--- src/rtl/tohost_status_monitor_if.sv ---
// Store-snoop channel between a core's memory write port and the tohost monitor.
// The monitor only observes, so there is no ready/backpressure signal.
interface tohost_status_monitor_if #(
    parameter int unsigned ADDR_W = 32,
    parameter int unsigned DATA_W = 64
);
    logic              wr_valid;
    logic [ADDR_W-1:0] wr_addr;
    logic [DATA_W-1:0] wr_data;

    modport master (output wr_valid, output wr_addr, output wr_data);
    modport slave  (input  wr_valid, input  wr_addr, input  wr_data);
endinterface

--- src/rtl/tohost_status_monitor.sv ---
// Per-core tohost completion monitor: decodes stores to the tohost word into sticky
// pass/fail status, runs a saturating run-cycle counter and a watchdog.
// Optional build macro TOHOST_SYSCALL_COUNT_EN adds syscall_count/syscall_pulse for
// even, non-zero tohost writes.
module tohost_status_monitor #(
    parameter int unsigned       ADDR_W         = 32,
    parameter int unsigned       DATA_W         = 64,
    parameter logic [ADDR_W-1:0] TOHOST_ADDR    = ADDR_W'(32'h8000_1000),
    parameter int unsigned       TIMEOUT_CYCLES = 1000000
) (
    input  logic                           clk,
    input  logic                           reset,
    input  logic                           core_reset,
    input  logic                           check_to_host,
    tohost_status_monitor_if.slave         wr,
    input  logic                           status_ack,
    output logic                           pass_status,
    output logic                           fail_status,
    output logic                           timeout,
    output logic [31:0]                    fail_code,
    output logic                           done_pulse,
`ifdef TOHOST_SYSCALL_COUNT_EN
    output logic [15:0]                    syscall_count,
    output logic                           syscall_pulse,
`endif
    output logic [31:0]                    cycle_count
);

    localparam logic [2:0] StIdle = 3'd0;
    localparam logic [2:0] StRun  = 3'd1;
    localparam logic [2:0] StPass = 3'd2;
    localparam logic [2:0] StFail = 3'd3;
    localparam logic [2:0] StTmo  = 3'd4;

    // Count value at the edge on which the watchdog fires (unused when disabled).
    localparam logic [31:0] TmoLast = 32'(TIMEOUT_CYCLES - 1);

    logic [2:0]  state_q, state_d;
    logic        pass_q, pass_d;
    logic        fail_q, fail_d;
    logic        tmo_q, tmo_d;
    logic [31:0] fail_code_q, fail_code_d;
    logic        done_q, done_d;
    logic [31:0] cycle_q, cycle_d;
`ifdef TOHOST_SYSCALL_COUNT_EN
    logic [15:0] sys_cnt_q, sys_cnt_d;
    logic        sys_pulse_q, sys_pulse_d;
`endif

    logic hit, hit_odd, hit_pass, wd_fire;

    assign hit      = wr.wr_valid && (wr.wr_addr == TOHOST_ADDR) && check_to_host;
    assign hit_odd  = hit && wr.wr_data[0];
    assign hit_pass = hit && (wr.wr_data == DATA_W'(1));
    assign wd_fire  = (TIMEOUT_CYCLES != 0) && (cycle_q == TmoLast);

    // Next-state: hit beats watchdog; core_reset in RUN beats both.
    always_comb begin
        state_d     = state_q;
        pass_d      = pass_q;
        fail_d      = fail_q;
        tmo_d       = tmo_q;
        fail_code_d = fail_code_q;
        done_d      = 1'b0;
        cycle_d     = cycle_q;
`ifdef TOHOST_SYSCALL_COUNT_EN
        sys_cnt_d   = sys_cnt_q;
        sys_pulse_d = 1'b0;
`endif
        case (state_q)
            StIdle: begin
                if (!core_reset) begin
                    state_d     = StRun;
                    cycle_d     = '0;
                    fail_code_d = '0;
`ifdef TOHOST_SYSCALL_COUNT_EN
                    sys_cnt_d   = '0;
`endif
                end
            end
            StRun: begin
                if (core_reset) begin
                    state_d = StIdle;
                end else begin
                    if (cycle_q != 32'hFFFF_FFFF) cycle_d = cycle_q + 32'd1;
                    if (hit_pass) begin
                        state_d = StPass;
                        pass_d  = 1'b1;
                        done_d  = 1'b1;
                    end else if (hit_odd) begin
                        state_d     = StFail;
                        fail_d      = 1'b1;
                        fail_code_d = wr.wr_data[32:1];
                        done_d      = 1'b1;
                    end else if (wd_fire) begin
                        state_d     = StTmo;
                        fail_d      = 1'b1;
                        tmo_d       = 1'b1;
                        fail_code_d = '0;
                        done_d      = 1'b1;
                    end
`ifdef TOHOST_SYSCALL_COUNT_EN
                    if (hit && !wr.wr_data[0] && (wr.wr_data != '0)) begin
                        sys_pulse_d = 1'b1;
                        if (sys_cnt_q != 16'hFFFF) sys_cnt_d = sys_cnt_q + 16'd1;
                    end
`endif
                end
            end
            StPass, StFail, StTmo: begin
                if (status_ack) begin
                    state_d = StIdle;
                    pass_d  = 1'b0;
                    fail_d  = 1'b0;
                    tmo_d   = 1'b0;
                end
            end
            default: state_d = StIdle;
        endcase
    end

    // State and output registers with synchronous reset.
    always_ff @(posedge clk) begin
        if (reset) begin
            state_q     <= StIdle;
            pass_q      <= 1'b0;
            fail_q      <= 1'b0;
            tmo_q       <= 1'b0;
            fail_code_q <= '0;
            done_q      <= 1'b0;
            cycle_q     <= '0;
`ifdef TOHOST_SYSCALL_COUNT_EN
            sys_cnt_q   <= '0;
            sys_pulse_q <= 1'b0;
`endif
        end else begin
            state_q     <= state_d;
            pass_q      <= pass_d;
            fail_q      <= fail_d;
            tmo_q       <= tmo_d;
            fail_code_q <= fail_code_d;
            done_q      <= done_d;
            cycle_q     <= cycle_d;
`ifdef TOHOST_SYSCALL_COUNT_EN
            sys_cnt_q   <= sys_cnt_d;
            sys_pulse_q <= sys_pulse_d;
`endif
        end
    end

    assign pass_status = pass_q;
    assign fail_status = fail_q;
    assign timeout     = tmo_q;
    assign fail_code   = fail_code_q;
    assign done_pulse  = done_q;
    assign cycle_count = cycle_q;
`ifdef TOHOST_SYSCALL_COUNT_EN
    assign syscall_count = sys_cnt_q;
    assign syscall_pulse = sys_pulse_q;
`endif

    a_pass_fail_exclusive: assert property (@(posedge clk) !(pass_q && fail_q));

endmodule
--- src/flat_wrapper.sv ---
// flat-port wrapper written by rule: the top's interface ports become plain ports
module tohost_status_monitor_flat 
#(
    parameter int unsigned       ADDR_W         = 32,
    parameter int unsigned       DATA_W         = 64,
    parameter logic [ADDR_W-1:0] TOHOST_ADDR    = ADDR_W'(32'h8000_1000),
    parameter int unsigned       TIMEOUT_CYCLES = 1000000
)
  (clk, reset, core_reset, check_to_host, status_ack, pass_status, fail_status, timeout, fail_code, done_pulse, cycle_count, wr_wr_valid, wr_wr_addr, wr_wr_data);
  tohost_status_monitor_if #(.ADDR_W(ADDR_W), .DATA_W(DATA_W)) wr_i ();
  input  logic clk;
  input  logic reset;
  input  logic core_reset;
  input  logic check_to_host;
  input  logic status_ack;
  output logic pass_status;
  output logic fail_status;
  output logic timeout;
  output logic [31:0] fail_code;
  output logic done_pulse;
  output logic [31:0] cycle_count;
  input wire logic [$bits(wr_i.wr_valid)-1:0] wr_wr_valid;
  input wire logic [$bits(wr_i.wr_addr)-1:0] wr_wr_addr;
  input wire logic [$bits(wr_i.wr_data)-1:0] wr_wr_data;
  assign wr_i.wr_valid = wr_wr_valid;
  assign wr_i.wr_addr = wr_wr_addr;
  assign wr_i.wr_data = wr_wr_data;
  tohost_status_monitor #(.ADDR_W(ADDR_W), .DATA_W(DATA_W), .TOHOST_ADDR(TOHOST_ADDR), .TIMEOUT_CYCLES(TIMEOUT_CYCLES)) u_core (.clk(clk), .reset(reset), .core_reset(core_reset), .check_to_host(check_to_host), .wr(wr_i), .status_ack(status_ack), .pass_status(pass_status), .fail_status(fail_status), .timeout(timeout), .fail_code(fail_code), .done_pulse(done_pulse), .cycle_count(cycle_count));
endmodule
--- config.mk ---
export PLATFORM = sky130hd
export DESIGN_NAME = tohost_status_monitor_flat
export DESIGN_NICKNAME = d
export VERILOG_FILES = /design/src/rtl/tohost_status_monitor_if.sv /design/src/rtl/tohost_status_monitor.sv /design/src/flat_wrapper.sv
export SDC_FILE = /design/constraint.sdc
export NUM_CORES = 1
export LEC_CHECK = 0
export BUFFER_PORTS_ARGS = -buffer_cell sky130_fd_sc_hd__buf_2
export CORE_UTILIZATION = 50
export CTS_BUF_LIST = sky130_fd_sc_hd__clkbuf_8
export DETAILED_ROUTE_END_ITERATION = 12
export PLACE_DENSITY = 0.88
export SETUP_SLACK_MARGIN = 0.02
export SYNTH_ARGS = -nofsm -noshare
export SYNTH_HDL_FRONTEND = slang
export SYNTH_SLANG_ARGS = --single-unit
--- constraint.sdc ---
create_clock -name clk -period 4.9 [get_ports clk]
set_input_delay 0.98 -clock clk [delete_from_list [all_inputs] [get_ports clk]]
set_output_delay 0.98 -clock clk [all_outputs]
set_load 0.02 [all_outputs]
# ---- Word-level counts from Yosys, hierarchy flattened
# Index checks and enable logic that the tools add are counted.
dict set report totals {
  out_inout_bits 68
  reg_bits 71
  in_bits 102
}
dict set report classes {
  muxes 32
  addsub 1
  n_bitwise 1
  n_eq_ne 18
  n_reduce_logical 15
}
# op n
set ops {}
lappend ops {{$mux W32} 7}
lappend ops {{$pmux W32 S2} 2}
lappend ops {{$eq A64 B1 Y1 const B} 1}
lappend ops {{$add A32 B1 Y32 const B} 1}
lappend ops {{$eq A32 B20 Y1 const B} 1}
lappend ops {{$eq A32 B32 Y1 const B} 1}
lappend ops {{$ne A32 B32 Y1 const B} 1}
lappend ops {{$mux W3} 6}
lappend ops {{$mux W1} 13}
lappend ops {{$ne A2 B2 Y1 const B} 5}
lappend ops {{$reduce_and A5 Y1} 2}
lappend ops {{$pmux W3 S3} 1}
lappend ops {{$reduce_and A4 Y1} 2}
lappend ops {{$eq A3 B2 Y1 const B} 2}
lappend ops {{$ne A2 B1 Y1 const B} 3}
lappend ops {{$pmux W1 S2} 3}
lappend ops {{$reduce_and A6 Y1} 1}
lappend ops {{$reduce_or A3 Y1} 2}
lappend ops {{$ne A5 B2 Y1 const B} 1}
lappend ops {{$logic_and A1 B1 Y1} 4}
lappend ops {{$reduce_bool A2 Y1} 2}
lappend ops {{$eq A3 B1 Y1 const B} 1}
lappend ops {{$eq A3 B3 Y1 const B} 1}
lappend ops {{$logic_not A3 Y1} 1}
lappend ops {{3 further kinds} 3}

# ---- Longest topological paths before layout
# Gate-level depths: netlist (run 1).
dict set report depth {
  depth_word 8
  depth_mapped 9
}

# ---- Least setup slack after synthesis (run 1)
# No wires, ideal clock.
dict set report synth_timing {
  kind {input port to flip-flop}
  from {input wr_wr_data[52]}
  to {register u_core.fail_code_q[0] (netlist: u_core.fail_code[0])}
  t_required_ps 4783
  slack_ps 2250
  t_arrival_ps 2533
  setup_time_ps 117
  cell_stages 8
  cell_sequence {nor4_1 nand4_1 nor4_1 nor2b_2 and2_1 buf_2 buf_4 a32o_1}
}
dict set report synth_between {
  elab_chain_cells 4
}
# item line_no
set synth_lines {}
lappend synth_lines {{from (decl)} flat_wrapper.sv:24} ;# input wire logic [$bits(wr_i.wr_data)-1:0] wr_wr_data;
lappend synth_lines {{$eq A64 B1 Y1} tohost_status_monitor.sv:54} ;# assign hit_pass = hit && (wr.wr_data == DATA_W'(1));
lappend synth_lines {{$logic_and A1 B1 Y1} tohost_status_monitor.sv:54}
lappend synth_lines {{$ne A2 B2 Y1 (no line)} --}
lappend synth_lines {{$reduce_and A5 Y1 (no line)} --}
lappend synth_lines {{to (signal assigned)} tohost_status_monitor.sv:141} ;# fail_code_q <= fail_code_d;
lappend synth_lines {{to (decl)} tohost_status_monitor.sv:42} ;# logic [31:0] fail_code_q, fail_code_d;
# Every way passes these cells.
# A chain may end at the register's enable or synchronous reset.

# ---- Worst setup path in the final report (run 1)
dict set report layout_timing {
  from {input wr_wr_data[45]}
  to {register u_core.fail_code_q[14] (netlist: u_core.fail_code[14])}
}
# The elaborated chain is that of the path after synthesis.

==> results of run 1 <==
-- area by class of cell --
type                    count  area [um2]  area share
well taps                  77        96.3      0.0221
flip-flops and latches     71        1420       0.326
clock buffers              10         138      0.0316
repair buffers            170         853       0.196
inverters                   4        15.0     0.00345
multi-input cells         252        1730       0.396
clock inverters             6         108      0.0247
-- synth_stat cells, types with 2 or more instances --
master                     count
sky130_fd_sc_hd__nor4_1       34
sky130_fd_sc_hd__nand2b_1      2
sky130_fd_sc_hd__nor3_4        2
sky130_fd_sc_hd__a32o_1       32
sky130_fd_sc_hd__xor2_1       12
sky130_fd_sc_hd__buf_4         3
sky130_fd_sc_hd__nor3_1       16
sky130_fd_sc_hd__nor2_1       40
sky130_fd_sc_hd__and4_1        5
sky130_fd_sc_hd__dfxtp_1      71
sky130_fd_sc_hd__buf_2         4
sky130_fd_sc_hd__inv_1         3
sky130_fd_sc_hd__o21ai_4       2
sky130_fd_sc_hd__nor4b_1       3
sky130_fd_sc_hd__nand2_1      13
sky130_fd_sc_hd__or3_1         5
sky130_fd_sc_hd__xnor2_1      17
sky130_fd_sc_hd__a21oi_1       6
sky130_fd_sc_hd__buf_6         4
sky130_fd_sc_hd__clkbuf_1     10
sky130_fd_sc_hd__and2_1        3
sky130_fd_sc_hd__and3_1        5
sky130_fd_sc_hd__o21a_1        2
sky130_fd_sc_hd__nand3_1      12
sky130_fd_sc_hd__o21ai_0       3
sky130_fd_sc_hd__nand4_1      19
-- kinds of logic after synthesis --
group / synth area share
AOI/OAI and AO/OA: 0.143
xor gates and xnor gates: 0.0775
adders and majority gates: 0.00381
buffers and inverters: 0.0427
DFF: 0.433
muxes: 0.00305
and+or+nand+nor: 0.296
-- stage by stage --
| step | setup slack (ns) | power, uW | instances | util | hold slack (ns) |
|---|---|---|---|---|---|
| 3_3_place_gp | 1.50 | 675 | 574 | 0.647 | 0.449 |
| 3_5_place_dp | 1.44 | 677 | 574 | 0.647 | 0.465 |
| 2_1_floorplan | 2.25 | 625 | 348 | - | 0.582 |
| 6_report | 1.74 | 1230 | 590 | 0.686 | 0.481 |
| 5_1_grt | 1.58 | 1280 | 590 | 0.686 | 0.514 |
| 4_1_cts | 1.81 | 1240 | 590 | 0.686 | 0.484 |
-- final timing paths --
path,slack (ns),end,cells past startpoint,startpoint
setup / recovery,1.74,u_core.fail_code[14],7,wr_wr_data[45]
setup reg to reg,2.41,u_core.fail_code[14],5,u_core.state_q[0]
hold / removal,0.48,u_core.pass_status,1,u_core.pass_status
hold reg to reg,0.48,u_core.pass_status,1,u_core.pass_status
-- registers in the layout (all words and copies together) (netlist names) --
name / flops
u_core.state_q: 3
u_core.done_pulse: 1
u_core.fail_code: 32
u_core.cycle_count: 32
u_core.pass_status: 1
u_core.fail_status: 1
u_core.timeout: 1
-- power by group through the flow --
stage | clock, uW | combinational (uW) | sequential [uW]
floorplan | 0 | 29.3 | 595
global placement | 0 | 80.6 | 594
detailed placement | 0 | 82.5 | 594
CTS | 578 | 83.0 | 581
global route | 606 | 90.6 | 581
finish | 565 | 83.9 | 581
-- per-layer routing --
metal  part of all wire  vias to the layer above
met5                  0                        -
met2               0.48                      151
met1               0.43                     1670
met4              0.022                        0
li1                   -                     1667
met3              0.066                       20
==> summary.md, run 1 <==
| Metric | Value |
|---|---|
| Run status | `finished clean` |
| Buffer count from post-CTS setup fixing | `0` |
| DRT Wirelength | `between 9000 and 10,000 um` |
| Hold violation total from the final report | `0` |
| Share of the synthesized area in the top cell type | `0.433` |
| Total non-filler cell area in the finished layout | `4360 um2` |
| I/O pin cnt | `170` |
| Most utilized layer in the global route result | `met2` |
| Delay-heaviest family, CP | `simple AND/OR/NAND/NOR gates` |
| GR Util met3 | `0.0845` |
| Period utilization | `0.644` |
| Number of clock sinks seen by CTS | `71` |
| Routed len/inst | `around 16 um` |
| Clk root buf | `sky130_fd_sc_hd__clkbuf_8` |
| P_sw | `approximately 260 uW` |
| Vias in the first global route | `3,267` |
| Clock transition at the registers of the reported paths | `approximately 0.070 ns` |
| Synth Flop Type | `sky130_fd_sc_hd__dfxtp_1` |
| Most area-consuming cells after synthesis | `sky130_fd_sc_hd__dfxtp_1, sky130_fd_sc_hd__a32o_1, sky130_fd_sc_hd__nor4_1` |
| Final layout net count | `roughly 600` |
| Maximum Capacitance Violations | `0` |
| Width of the die | `around 83 um` |
| Type of the worst setup path | `in2reg` |
| Startpoint types | `input port` |
| Internal power | `just under 1000 uW` |
| Tightest slew margin relative to the limit | `0.258` |
| Worst Path Buf+Inv | `1` |
| Total global-route track usage | `0.271` |
| Global-route met2 utilization | `0.446` |
| LEAKAGE | `~0.0019 uW` |
| Via density per instance | `around 6` |
| Overall die area | `around 7000 um2` |
| Slowest stage delay, CP | `approximately 0.65 ns` |
| Number of hold buffers added after cts | `0` |
| Area overhead of the layout relative to synthesis | `32.9%` |
| Final RePlAce weighted congestion | `roughly 0.93` |
| Share of total power in the clock network | `0.459` |
| Site row count | `29` |
| Synthesized netlist cell count | `348` |
| Register share of total power | `0.472` |
| Initial DRC count | `160` |
| Placeable Area | `about 6300 um2` |
| Post-synth EDFFs | `0` |
| First-pass GRT wire length | `15,200 um` |
| Async SR Flop Fraction | `0` |
| Post-synth cell types | `46` |
| Max Freq | `~320 MHz` |
| Final antenna diode count | `0` |
| Filler cell count | `504` |
| Share of total power consumed by net switching | `0.214` |
| Time the worst path needs with I/O delays and setup | `~3.2 ns` |
| Cell Area, Synth | `around 3300 um2` |
| DP Wirelength | `a little under 7000 um` |
| Antenna-violating nets left | `0` |
| Most frequent cells in the layout | `sky130_fd_sc_hd__buf_2, sky130_fd_sc_hd__dfxtp_1, sky130_fd_sc_hd__nor2_1` |
| Count of warnings emitted by yosys | `0` |
| Overall via count from detail_route | `about 3,500` |
| Share of synthesized area occupied by flip-flops and latches | `0.433` |
| Setup repair after global routing missed its margin | `no` |
| Vertical extent of the die | `a little over 80 um` |
| Register bit count reported by yosys | `slightly above 70` |
| Top cell type by total area after synthesis | `sky130_fd_sc_hd__dfxtp_1` |
| Endpoint required time on the critical path | `between 5 and 6 ns` |
| Fraction of layout cells with a size suffix above 1 | `0.388` |
| Number of antenna violations at the first check in global routing | `0` |
| Count of unresolved DRC violations after routing | `0` |
| Mean instance size in the synthesized netlist | `around 9.4 um2` |
| Max Fanout on Critical Path | `32` |
| Least-Margin Pin Slew | `~1.1 ns` |
| Ordered cell list for the critical path | `buf_2 > nor4_1 > nand4_1 > nor4_1 > nor2b_2 > and2_1 > a32o_1` |
| Source-to-sink clock delay at the later pin of the worst-skew pair | `roughly 0.34 ns` |
| Area after DPL | `a little over 4000 um2` |
| CP endpoint kind | `flop` |
| TNS Setup | `0 ns` |
| Overflow left after global routing | `0` |
| Number of nets produced by synthesis | `around 450` |
| Post-CTS resize count | `0` |
| Met1 Use GR | `0.329` |
| Pwr/cell area | `282 nW/um2` |
| Pins Over Slew Limit | `0` |
| Total setup violations reported at the end of the flow | `0` |
| Initial Utilization | `0.516` |
| Combinational group share of total power | `0.068` |
| Most common library cell in the layout ignoring fill and taps | `sky130_fd_sc_hd__buf_2` |
| Class of the tightest hold or removal check | `reg2reg` |
| Highest ir drop seen on vdd | `about 0.25 mV` |
| First-pass iteration count of the detailed router | `4` |
| Pin count of the biggest net entering global routing | `35` |
| Deepest clock path buffer count | `2` |
| Number of clock buffers inserted by TritonCTS | `9` |
| CP dominant cell by count | `sky130_fd_sc_hd__nor4_1` |
| Clock tree from TritonCTS | `built` |
| Final Skew | `between 0.007 and 0.008 ns` |
| Input/output buffers | `approximately 170` |
| Data arrival time of the worst path | `approximately 3.4 ns` |
| Cell type of the slowest stage on the worst timing path | `sky130_fd_sc_hd__nor4_1` |
| # H-tree levels | `3` |
Note: power is estimated with default switching activity, not from simulation.
==> run 2, diff against run 1 <==
--- a/config.mk
+++ b/config.mk
@@ -6,10 +6,10 @@
 export NUM_CORES = 1
 export LEC_CHECK = 0
 export BUFFER_PORTS_ARGS = -buffer_cell sky130_fd_sc_hd__buf_2
-export CORE_UTILIZATION = 50
+export CORE_UTILIZATION = 42
 export CTS_BUF_LIST = sky130_fd_sc_hd__clkbuf_8
 export DETAILED_ROUTE_END_ITERATION = 12
-export PLACE_DENSITY = 0.88
+export PLACE_DENSITY = 0.79
 export SETUP_SLACK_MARGIN = 0.02
 export SYNTH_ARGS = -nofsm -noshare
 export SYNTH_HDL_FRONTEND = slang
==> constraint.sdc (replaced) <==
create_clock -name clk -period 2.72 [get_ports clk]
set_input_delay 0.544 -clock clk [delete_from_list [all_inputs] [get_ports clk]]
set_output_delay 0.544 -clock clk [all_outputs]
set_load 0.02 [all_outputs]
==> run 2 against run 1 <==
Clock skew barely moved. Combinational power increased by 85%. Via count increased by 0.48%.
==> summary.md, run 2 (synthesis gave the netlist of run 1 again) <==
| Metric | Value |
|---|---|
| Number of hold buffers added after cts | `0 (unchanged)` |
| Overall die area | `8170 um2 (+19%)` |
| FF-to-FF setup slack | `0.30 ns (-2.11 ns)` |
| LEAKAGE | `0.00194 uW (+2.3%)` |
| Worst-case reg-to-reg path depth | `6 (+1)` |
| Final antenna diode count | `0 (unchanged)` |
| Hold Startpoint | `wr_wr_data[21]` |
| Placeable Area | `7410 um2 (+17%)` |
| Number of antenna violations at the first check in global routing | `0 (unchanged)` |
| Routed len/inst | `15.1 um (-3.8%)` |
| Min-Delay Endpoint | `u_core.fail_code[20]` |
| Via density per instance | `5.65 (-5.0%)` |
| Cell type of the slowest stage on the worst timing path | `sky130_fd_sc_hd__or4_1` |
| End of the worst register-to-register path | `u_core.cycle_count[0]` |
| Startpoint types | `flop` |
| I/O pin cnt | `170 (unchanged)` |
| Share of total power in the clock network | `0.405 (-0.054)` |
| Pwr/cell area | `456 nW/um2 (+61%)` |
| Worst flop-to-flop path startpoint | `u_core.cycle_count[10]` |
| Worst Path Buf+Inv | `0 (-1)` |
| # H-tree levels | `3 (unchanged)` |
| Share of total power consumed by net switching | `0.241 (+0.0272)` |
| Number of clock sinks seen by CTS | `71 (unchanged)` |
| Setup repair after global routing missed its margin | `no` |
| Maximum Capacitance Violations | `0 (unchanged)` |
| Post-CTS resize count | `0 (unchanged)` |
| Initial Utilization | `0.443 (-0.0738)` |
| Antenna-violating nets left | `0 (unchanged)` |
| Area after DPL | `4240 um2 (+3.2%)` |
| First-pass iteration count of the detailed router | `4 (unchanged)` |
| Class of the tightest hold or removal check | `in2reg` |
| Clk root buf | `sky130_fd_sc_hd__clkbuf_8` |
| Site row count | `31 (+6.9%)` |
| Data arrival time of the worst path | `2.66 ns (-0.72 ns)` |
| Buffer count from post-CTS setup fixing | `0 (unchanged)` |
| Overall via count from detail_route | `3,525 (+0.48%)` |
| Vertical extent of the die | `90.4 um (+8.9%)` |
| Most frequent cells in the layout | `sky130_fd_sc_hd__buf_2, sky130_fd_sc_hd__dfxtp_1, sky130_fd_sc_hd__nor2_1` |
| Source-to-sink clock delay at the later pin of the worst-skew pair | `0.35 ns (about the same)` |
| Time the worst path needs with I/O delays and setup | `about 2.4 ns` |
| Internal power | `1530 uW (+59%)` |
| First-pass GRT wire length | `15,600 um (+2.7%)` |
| Ordered cell list for the critical path | `and4_4 > nand4_4 > or4_1 > nand2_1 > nor4_1 > a31o_2` |
| Pins Over Slew Limit | `0 (unchanged)` |
| DRT Wirelength | `9400 um (+1.7%)` |
| Clock tree from TritonCTS | `built` |
| P_sw | `486 uW (+85%)` |
| Initial DRC count | `152 (-5.0%)` |
| Filler cell count | `661 (+31%)` |
| Deepest clock path buffer count | `2 (unchanged)` |
| Final RePlAce weighted congestion | `0.870 (-6.5%)` |
| Period utilization | `0.889` |
| TNS Setup | `0 ns (unchanged)` |
| Number of clock buffers inserted by TritonCTS | `9 (unchanged)` |
| Type of the worst setup path | `reg2reg` |
| Highest ir drop seen on vdd | `0.267 mV (+8.0%)` |
| Max Freq | `~410 MHz` |
| Total global-route track usage | `0.234 (-0.0367)` |
| Fraction of layout cells with a size suffix above 1 | `0.400 (+0.0121)` |
| Width of the die | `90.4 um (+8.9%)` |
| Final layout net count | `623 (+2.0%)` |
| Total setup violations reported at the end of the flow | `0 (unchanged)` |
| Count of unresolved DRC violations after routing | `0 (unchanged)` |
| Least-Margin Pin Slew | `0.595 ns (-0.519 ns)` |
| Run status | `finished clean` |
| Endpoint required time on the critical path | `2.96 ns (-2.17 ns)` |
| CP endpoint kind | `flop` |
| Area occupied by multi-input gates | `1730 um2 (unchanged)` |
| Most common library cell in the layout ignoring fill and taps | `sky130_fd_sc_hd__buf_2` |
| Overflow left after global routing | `0 (unchanged)` |
| Input/output buffers | `169 (unchanged)` |
| Pin count of the biggest net entering global routing | `34 (-2.9%)` |
| DP Wirelength | `7070 um (+2.5%)` |
| Slowest stage delay, CP | `0.87 ns (+0.22 ns)` |
| Final Skew | `0.00723 ns (+0.0000219 ns)` |
| Clock transition at the registers of the reported paths | `0.08 ns (about the same)` |
| Delay-heaviest family, CP | `simple AND/OR/NAND/NOR gates` |
| Footprint of the flip-flops and latches | `1420 um2 (unchanged)` |
| Max Fanout on Critical Path | `16 (-50%)` |
| Vias in the first global route | `3,336 (+2.1%)` |
| Number of instances on the worst hold path | `2 (+1)` |
| Combinational group share of total power | `0.077 (+0.009)` |
| Tightest slew margin relative to the limit | `0.600 (+0.342)` |
| Area overhead of the layout relative to synthesis | `35.1%` |
| Register share of total power | `0.518 (+0.046)` |
| Total non-filler cell area in the finished layout | `4430 um2 (+1.7%)` |
| Hold violation total from the final report | `0 (unchanged)` |
## run 2: through the flow
step | instances | hold WS, ns | total power, uW | setup slack [ns] | util
after floorplan | 348 | 0.582 | 1130 | 0.506 | -
after global placement | 608 | 0.462 | 1220 | 0.166 | 0.573
after detailed placement | 608 | 0.454 | 1220 | 0.179 | 0.573
after CTS | 624 | 0.405 | 2050 | 0.317 | 0.598
after global routing | 624 | 0.403 | 2110 | 0.110 | 0.598
final | 624 | 0.425 | 2020 | 0.302 | 0.598
## run 2: cell type report
cell class | count | area share
Sequential cell | 71 | 0.321
Tap cell | 99 | 0.0280
Multi-Input combinational cell | 252 | 0.389
Inverter | 4 | 0.00339
Clock buffer | 9 | 0.0280
Clock inverter | 7 | 0.0147
Timing Repair Buffer | 182 | 0.216
## run 2: metal layers
layer | vias up | track usage | wire length (um)
li1 | 1693 | - | -
met1 | 1670 | 0.289 | 4140
met2 | 146 | 0.385 | 4470
met3 | 16 | 0.0715 | 648
met4 | 0 | 0.0793 | 135
met5 | - | 0 | 0
## run 2: worst max path at each step
stage	from	to	slack (ns)	cells after the start
after global placement	wr_wr_data[31]	u_core.fail_code[14]	0.17	9
after CTS	u_core.cycle_count[10]	u_core.cycle_count[0]	0.32	6
after floorplan	wr_wr_data[52]	u_core.fail_code[0]	0.51	8
final	u_core.cycle_count[10]	u_core.cycle_count[0]	0.30	6
after global routing	u_core.cycle_count[10]	u_core.cycle_count[21]	0.11	6
after detailed placement	wr_wr_data[31]	u_core.fail_code[28]	0.18	9
## run 2: worst register-to-register path, stage by stage, from the launching register on
cell,delay (ns)
sky130_fd_sc_hd__dfxtp_1,0.45
sky130_fd_sc_hd__and4_4,0.31
sky130_fd_sc_hd__nand4_4,0.19
sky130_fd_sc_hd__or4_1,0.87
sky130_fd_sc_hd__nand2_1,0.23
sky130_fd_sc_hd__nor4_1,0.06
sky130_fd_sc_hd__a31o_2,0.21
## run 2: power by group through the flow
| stage | Combinational [uW] | Sequential, uW | Clock (uW) |
|---|---|---|---|
| 3_5_place_dp | 153 | 1070 | 0 |
| 4_1_cts | 153 | 1050 | 846 |
| 5_1_grt | 167 | 1050 | 897 |
| 6_report | 155 | 1050 | 818 |
| 2_1_floorplan | 52.7 | 1070 | 0 |
| 3_3_place_gp | 151 | 1070 | 0 |
